`src/rtl/regfile_write_scheduler.sv`:
```
// regfile_write_scheduler
//   Arbitrates the register file's single write port among three requesters
//   (wb > ld/dbg round-robin). A write to the SP register that lands in the
//   same cycle as a stack-unit SP update is parked in a hold register and
//   issued once the SP update stream goes quiet, so the requester's value
//   lands after the SP update and nothing is dropped.
// Ports
//   clk, reset                 rising-edge clock, async active-low reset
//   {wb,ld,dbg}_valid/addr/data/ready   requester handshakes (ready is comb)
//   sp_valid, sp_data          SP update, never back-pressured
//   rf_we/rf_waddr/rf_wdata    registered write port
//   rf_update_sp/rf_new_sp     registered SP-update port
//   hold_busy                  deferred SP-register write pending
//   defer_err                  sticky: deferral ran DEFER_MAX cycles
module regfile_write_scheduler #(
  parameter int DW        = 8,
  parameter int AW        = 2,
  parameter int SP_ADDR   = 3,
  parameter int DEFER_MAX = 4
) (
  input  logic          clk,
  input  logic          reset,
  input  logic          wb_valid,
  input  logic [AW-1:0] wb_addr,
  input  logic [DW-1:0] wb_data,
  output logic          wb_ready,
  input  logic          ld_valid,
  input  logic [AW-1:0] ld_addr,
  input  logic [DW-1:0] ld_data,
  output logic          ld_ready,
  input  logic          dbg_valid,
  input  logic [AW-1:0] dbg_addr,
  input  logic [DW-1:0] dbg_data,
  output logic          dbg_ready,
  input  logic          sp_valid,
  input  logic [DW-1:0] sp_data,
  output logic          rf_we,
  output logic [AW-1:0] rf_waddr,
  output logic [DW-1:0] rf_wdata,
  output logic          rf_update_sp,
  output logic [DW-1:0] rf_new_sp,
  output logic          hold_busy,
  output logic          defer_err
);
  localparam int CW = $clog2(DEFER_MAX + 1);
  localparam logic [AW-1:0] SPA = AW'(SP_ADDR);

  typedef enum logic {IDLE, HOLD} state_t;
  typedef struct packed {
    logic [AW-1:0] addr;
    logic [DW-1:0] data;
  } req_t;

  state_t        state, state_d;
  logic          rr_dbg;          // 0: ld preferred, 1: dbg preferred
  logic [DW-1:0] hold_data;
  logic [CW-1:0] defer_cnt;
  req_t          gnt;
  logic          xfer, collide, issue_hold;

  // Grant selection: wb wins outright; ld/dbg share by round-robin.
  always_comb begin
    wb_ready  = 1'b0;
    ld_ready  = 1'b0;
    dbg_ready = 1'b0;
    gnt       = '0;
    if (state == IDLE) begin
      if (wb_valid) begin
        wb_ready = 1'b1;
        gnt      = '{addr: wb_addr, data: wb_data};
      end else if (ld_valid && (!dbg_valid || !rr_dbg)) begin
        ld_ready = 1'b1;
        gnt      = '{addr: ld_addr, data: ld_data};
      end else if (dbg_valid) begin
        dbg_ready = 1'b1;
        gnt       = '{addr: dbg_addr, data: dbg_data};
      end
    end
  end

  assign xfer       = wb_ready | ld_ready | dbg_ready;
  assign collide    = xfer && (gnt.addr == SPA) && sp_valid;
  assign issue_hold = (state == HOLD) && !sp_valid;

  always_comb begin
    state_d = state;
    case (state)
      IDLE:    if (collide)    state_d = HOLD;
      HOLD:    if (issue_hold) state_d = IDLE;
      default: state_d = IDLE;
    endcase
  end

  always_ff @(posedge clk or negedge reset) begin
    if (!reset) begin
      state        <= IDLE;
      rr_dbg       <= 1'b0;
      hold_data    <= '0;
      defer_cnt    <= '0;
      rf_we        <= 1'b0;
      rf_waddr     <= '0;
      rf_wdata     <= '0;
      rf_update_sp <= 1'b0;
      rf_new_sp    <= '0;
      hold_busy    <= 1'b0;
      defer_err    <= 1'b0;
    end else begin
      state     <= state_d;
      hold_busy <= (state_d == HOLD);
      if (ld_ready)  rr_dbg <= 1'b1;
      if (dbg_ready) rr_dbg <= 1'b0;

      rf_update_sp <= sp_valid;
      if (sp_valid) rf_new_sp <= sp_data;

      rf_we <= (xfer && !collide) || issue_hold;
      if (issue_hold) begin
        rf_waddr <= SPA;
        rf_wdata <= hold_data;
      end else if (xfer && !collide) begin
        rf_waddr <= gnt.addr;
        rf_wdata <= gnt.data;
      end

      if (collide) begin
        hold_data <= gnt.data;
        defer_cnt <= CW'(1);
      end else if (state == HOLD && sp_valid) begin
        if (defer_cnt < CW'(DEFER_MAX)) defer_cnt <= defer_cnt + CW'(1);
        // the increment taking the count to DEFER_MAX trips the error
        if (defer_cnt >= CW'(DEFER_MAX - 1)) defer_err <= 1'b1;
      end
    end
  end
endmodule

```
`config.mk`:
```
export PLATFORM = sky130hd
export DESIGN_NAME = regfile_write_scheduler
export DESIGN_NICKNAME = d
export VERILOG_FILES = /design/src/rtl/regfile_write_scheduler.sv
export SDC_FILE = /design/constraint.sdc
export NUM_CORES = 1
export LEC_CHECK = 0
export BUFFER_PORTS_ARGS = -buffer_cell sky130_fd_sc_hd__buf_2
export CAP_MARGIN = 20
export CORE_ASPECT_RATIO = 0.9
export CORE_UTILIZATION = 39
export CTS_CLUSTER_DIAMETER = 200
export DETAILED_ROUTE_END_ITERATION = 12
export GPL_TIMING_DRIVEN = 0
export PLACE_DENSITY = 0.67
export RECOVER_POWER = 50
export SYNTH_ARGS = -nofsm -noshare
export SYNTH_HDL_FRONTEND = slang
export SYNTH_SLANG_ARGS = --single-unit
```
`constraint.sdc`:
```
create_clock -name clk -period 2.85 [get_ports clk]
set_input_delay 0.285 -clock clk [delete_from_list [all_inputs] [get_ports clk]]
set_output_delay 0.285 -clock clk [all_outputs]
set_load 0.02 [all_outputs]
```
==> results of run 1 <==
-- worst paths after layout --
| path | start | end | slack (ps) |
|---|---|---|---|
| min in group asynchronous | reset | state | 470 |
| hold reg to reg | defer_err | defer_err | 480 |
| max in group asynchronous | reset | rf_we | 1350 |
| setup / recovery | rr_dbg | hold_data[6] | 500 |
| hold / removal | sp_valid | rf_update_sp | 200 |
| setup reg to reg | rr_dbg | hold_data[6] | 500 |
-- metal layers --
layer,global-route usage,vias up,part of all wire
li1,-,703,-
met1,0.2482,690,0.48
met2,0.2993,40,0.45
met3,0.03470,6,0.047
met4,0.07500,0,0.016
met5,0,-,0
-- area by class of cell --
class                   count  share of cell area
repair buffers             68              0.1508
plain buffers               7             0.01631
multi-input cells         100              0.3559
clock inverters             2            0.005824
flip-flops and latches     34              0.3960
clock buffers               6             0.03844
inverters                   5            0.008736
well taps                  48             0.02796
-- report_power, final --
part / total [mW] / switching (mW) / internal (mW)
clock: 0.365 / 0.171 / 0.194
sequential: 0.704 / 0.0810 / 0.623
combinational: 0.496 / 0.282 / 0.214
-- sequential cells by signal, summed over array words and instances (netlist names), 2 cells and up --
name       cells
defer_cnt      3
hold_data      8
rf_new_sp      8
rf_waddr       2
rf_wdata       8
-- cells by family after synthesis --
| group | count (synthesis) | synth area share |
|---|---|---|
| compound gates | 58 | 0.2489 |
| flops | 34 | 0.5097 |
| simple gates | 23 | 0.08097 |
| mux | 16 | 0.1079 |
| buf+inv | 12 | 0.03223 |
| fa+ha+maj | 2 | 0.01499 |
| xor+xnor | 1 | 0.005248 |
-- worst max-delay path: stages (launching register included) --
cell      delay (ps)
dfrtp_1          430
nand2b_1         150
clkbuf_1         370
a221oi_2         170
nor4_4           550
buf_6            230
mux2_1           330
-- cells in the final DEF, fill, tap and decap left out, types with 2 or more instances in the layout --
| master | netlist | routed |
|---|---|---|
| buf_2 | 1 | 56 |
| nand2_1 | 5 | 5 |
| and2_1 | 2 | 2 |
| a21oi_1 | 19 | 19 |
| ha_1 | 2 | 2 |
| inv_1 | 5 | 5 |
| dfrtp_1 | 34 | 34 |
| o2bb2ai_1 | 8 | 8 |
| mux2_2 | 15 | 15 |
| o21ai_0 | 12 | 12 |
| clkbuf_1 | 4 | 17 |
| a31oi_1 | 2 | 2 |
| a32oi_1 | 8 | 8 |
| clkbuf_8 | 0 | 6 |
| nor2_1 | 6 | 6 |
==> flow_metrics.tcl, run 1 <==
set metrics [dict create \
    run_status "finished with violations" \
    violations "design-rule violations, max-capacitance violations, max-slew violations" \
    pre_cts_ws_ps 514.3 \
    die_h_um 64.06 \
    ant_nets 0 \
    io_buffers 68 \
    clockBufferDepth 2 \
    yosysWarnings 0 \
    finalNonFillerCells 270 \
    firstDrtPassIters 9 \
    startpoint_type "flip-flop" \
    vdd_drop_max_mv 0.3694 \
    netlist_area_mm2 0.001669 \
    cts_max_level 2 \
    cap_violations 1 \
    timing.fmax_mhz 425.6 \
    multiInputGateArea_um2 764.5 \
    ys_seq_area_frac 0.5097 \
    finalPower_mw 1.565 \
    setup_viol 0 \
    start_util 0.4070 \
    finalHoldViolCount 0 \
    worst_pin_slew_ps 1781 \
    num_rows 22 \
    fin_area_mm2 0.002148 \
    cts-buffers-inserted 5 \
    post-route-period-util 0.8244 \
    drive_gt1_frac 0.3919 \
    power.density_mw_per_mm2 728.4 \
    fin_tns_setup_ps 0 \
    synth_top_cell_by_area "dfrtp_1" \
    endpoint_kind "flip-flop" \
    hold_buffers 0 \
    clock_latency_ps 280 \
    diodes 0 \
    final.min_clock_period_ps 2349 \
    grt_pass1_wl_um 6492 \
    leakage_nw 0.9638 \
    ys_types 37 \
    criticalPathCategory "reg -> reg" \
    ys_ff_latch 34 \
    postSynthCellCount 146 \
    hold_class "in -> reg" \
    fin_ws_ps 500.5 \
    gp_congestion 0.7686 \
    required_ps 3020 \
    area_growth_pct 28.71 \
    hold-path-cell-count 1 \
    nets 267 \
    ff2ff_path_depth 6 \
    hold_ws_ps 197.3 \
    post_cts_resized 0 \
    wire_per_inst_um 14.05 \
    drtIter0Drc 56 \
    core_area_mm2 0.004101 \
    yosys_most_used_dff "dfrtp_1" \
    io_pins 69 \
    synth_top_area_frac 0.5097 \
    post-route-util 0.5238 \
    cp_max_fo 10 \
    post-dp-hpwl_um 2849 \
    antenna_found_initial 0 \
    syn_area_per_cell_um2 11.43 \
    clock_skew_ps 4.548 \
    cts_sinks 34 \
    drv_slew 35 \
    fillers 395 \
    rsz0062_at_grt "no" \
    synth.most_common_cell "dfrtp_1" \
    seq_area_um2 850.8 \
    slew_headroom -0.1876 \
    synthTopCellsByCount "34 x dfrtp_1, 19 x a21oi_1, 15 x mux2_2" \
    root_buffer "clkbuf_8" \
    synthTopCellsByArea "dfrtp_1 51%, mux2_2 10%, a21oi_1 5.7%" \
    fp.dieArea_mm2 0.004546 \
    grt_pass1_vias 1433 \
    crit_arrival_ps 2520 \
    die_w_um 70.96 \
    async_flop_share 1.000 \
    dp.cells 262 \
    synth_edf_count 0 \
    placed_cell_area_mm2 0.002069 \
    clkTransAtPathRegs_ps 70 \
    grtUsageTotal 0.1861 \
    gr-total-overflow 0 \
    grt_max_degree 35 \
    syn_nets 192 \
    totalWireLength_um 3794 \
    via_count 1439 \
    cts_setup_buffers 0 \
    cts_tree "yes" \
    drcViolationCount 3 \
    viasPerCell 5.330 \
]
No activity file was read; power rests on OpenSTA's default activity.
==> inputs of run 2 (changes only) <==
- ABC_AREA: not set -> 1
- clock period: 2.85 -> 2.3 ns (I/O delays scaled with it)
==> run 2 against run 1 <==
Compared with the run above:
- the run ends with max-capacitance violations, max-slew violations left
- global-route usage increased by 0.70 points
- sequential cell count unchanged
- critical path depth up 1
- setup slack improved by 100 ps
- first-iteration DRC count grew 34%
- highest routed layer unchanged
- area after synthesis grew 2.2%
- sequential power up 19%
- non-clock buffer count up 3
- combinational power is 20% higher
==> flow_metrics.tcl, run 2 <==
set metrics [dict create \
    start_util 0.4130 \
    synthTopCellsByArea "dfrtp_1 50%, nand2_1 13%, nand3_1 12%" \
    root_buffer "clkbuf_8" \
    grt_pass1_wl_um 6817 \
    clock_skew_ps 3.761 \
    yosys_most_used_dff "dfrtp_1" \
    die_h_um 64.74 \
    criticalPathCategory "reg -> reg" \
    gp_congestion 0.8010 \
    cts_tree "yes" \
    grtUsageTotal 0.1931 \
    endpoint_kind "flip-flop" \
    antenna_found_initial 0 \
    synthTopCellsByCount "59 x nand2_1, 40 x nand3_1, 34 x dfrtp_1" \
    post-route-period-util 0.7375 \
    clock_latency_ps 280 \
    viasPerCell 4.966 \
    num_rows 22 \
    final_common_cell "buf_2" \
    violations "max-capacitance violations, max-slew violations" \
    fin_tns_setup_ps 0 \
    drcViolationCount 0 \
    finalHoldViolCount 0 \
    rsz0062_at_grt "no" \
    multiInputGateArea_um2 755.7 \
    netlist_area_mm2 0.001705 \
    yosysWarnings 0 \
    ant_nets 0 \
    synth.most_common_cell "nand2_1" \
    fillers 408 \
    placed_cell_area_mm2 0.002106 \
    post_cts_resized 0 \
    ys_types 23 \
    cts_sinks 34 \
    drv_slew 35 \
    via_count 1599 \
    final.min_clock_period_ps 1696 \
    grtUsageMet2 0.3231 \
    seq_area_um2 850.8 \
    postSynthCellCount 200 \
    timing.fmax_mhz 589.6 \
    io_buffers 68 \
    ys_seq_area_frac 0.4989 \
    totalWireLength_um 3887 \
    hold_class "in -> reg" \
    use_met3 0.04666 \
    r2r-start "state" \
    post-dp-hpwl_um 3009 \
    required_ps 2470 \
    wire_per_inst_um 12.07 \
    core_area_mm2 0.004129 \
    synth_edf_count 0 \
    leakage_nw 1.151 \
    run_status "finished with violations" \
    clockBufferDepth 2 \
    ff2ff_path_depth 7 \
    rrSetupSlack_ps 600 \
    fin_ws_ps 603.9 \
    hold-path-cell-count 1 \
    grt_max_degree 35 \
    cts-buffers-inserted 5 \
    synth_top_cell_by_area "dfrtp_1" \
    crit_path_start "state" \
    syn_nets 246 \
    min_to "rf_update_sp" \
    finalPower_mw 1.862 \
    power.density_mw_per_mm2 853.8 \
    startpoint_type "flip-flop" \
    fin_area_mm2 0.002181 \
    vdd_drop_max_mv 0.5500 \
    most-common-layout-cells "69 x buf_2, 59 x nand2_1, 40 x nand3_1" \
    synth_top_area_frac 0.4989 \
    grt_pass1_vias 1562 \
    cp_max_fo 10 \
    syn_area_per_cell_um2 8.527 \
    nets 321 \
    area_growth_pct 27.88 \
    crit_arrival_ps 1860 \
    die_w_um 71.71 \
    cap_violations 1 \
    fp.dieArea_mm2 0.004642 \
    slew_headroom -0.1833 \
    io_pins 69 \
    async_flop_share 1.000 \
    diodes 0 \
    setup_viol 0 \
    drive_gt1_frac 0.3431 \
    min-delay-start "sp_valid" \
    reg_top3 "hold_data (8), rf_new_sp (8), rf_wdata (8)" \
    firstDrtPassIters 4 \
    drtIter0Drc 75 \
    grt_util_met1 0.2443 \
    worst_pin_slew_ps 1775 \
    ys_ff_latch 34 \
    globalRoute.busiestLayer "met2" \
    hold_buffers 0 \
    gr-total-overflow 0 \
    pre_cts_ws_ps 651.5 \
    clkTransAtPathRegs_ps 60 \
    cts_setup_buffers 0 \
    r2r-end "rf_waddr[1]" \
    cts_max_level 2 \
]
==> run 2: through the flow <==
stage	util	std cells	hold slack [ps]
4_1_cts	0.5300	322	43.51
3_5_place_dp	0.5100	316	347.0
2_1_floorplan	-	200	-65.59
6_report	0.5282	322	110.4
5_1_grt	0.5282	322	114.3
3_3_place_gp	0.5100	316	353.8
==> run 2: routing by layer <==
metal  vias up  wire length (um)
li1        824                 -
met1       724              1861
met2        45              1796
met3         6               175
met4         0                54
met5         -                 0
==> run 2: final cells by class <==
type                       count  area share
sequential                    34      0.3901
multi-input combinational    146      0.3465
timing repair buffer          68      0.1532
clock buffer                   6     0.03787
buffer                        10     0.02754
tap                           48     0.02754
inverter                      10     0.01721
==> run 2: cells by family (layout without fill, tap and decap cells) <==
logic type,count (synthesis),count (layout),synth area share
simple gates,113,113,0.2927
flops,34,34,0.4989
compound gates,23,23,0.08291
buf+inv,20,94,0.05796
mux,8,8,0.05283
fa+ha+maj,2,2,0.01467
==> run 2: critical path: stages (launching register included) <==
cell,delay (ps)
dfrtp_1,460
inv_1,260
o21ai_1,160
nor2_4,140
nand3_2,100
buf_4,230
a21oi_1,180
nand2_1,70
==> run 2: how the worst max path moves through the flow <==
stage / endpoint / slack [ps] / depth (start not counted)
after CTS: rf_waddr[1] / 640 / 7
after global routing: rf_new_sp[6] / 360 / 1
after global placement: rf_wdata[0] / 660 / 6
after detailed placement: rf_wdata[1] / 650 / 6
after floorplan: rf_waddr[1] / 710 / 7
final: rf_waddr[1] / 600 / 7
==> run 2: where the power goes <==
group / switching (mW) / total [mW] / internal [mW]
Clock: 0.198 / 0.428 / 0.231
Combinational: 0.368 / 0.597 / 0.228
Sequential: 0.0840 / 0.837 / 0.753
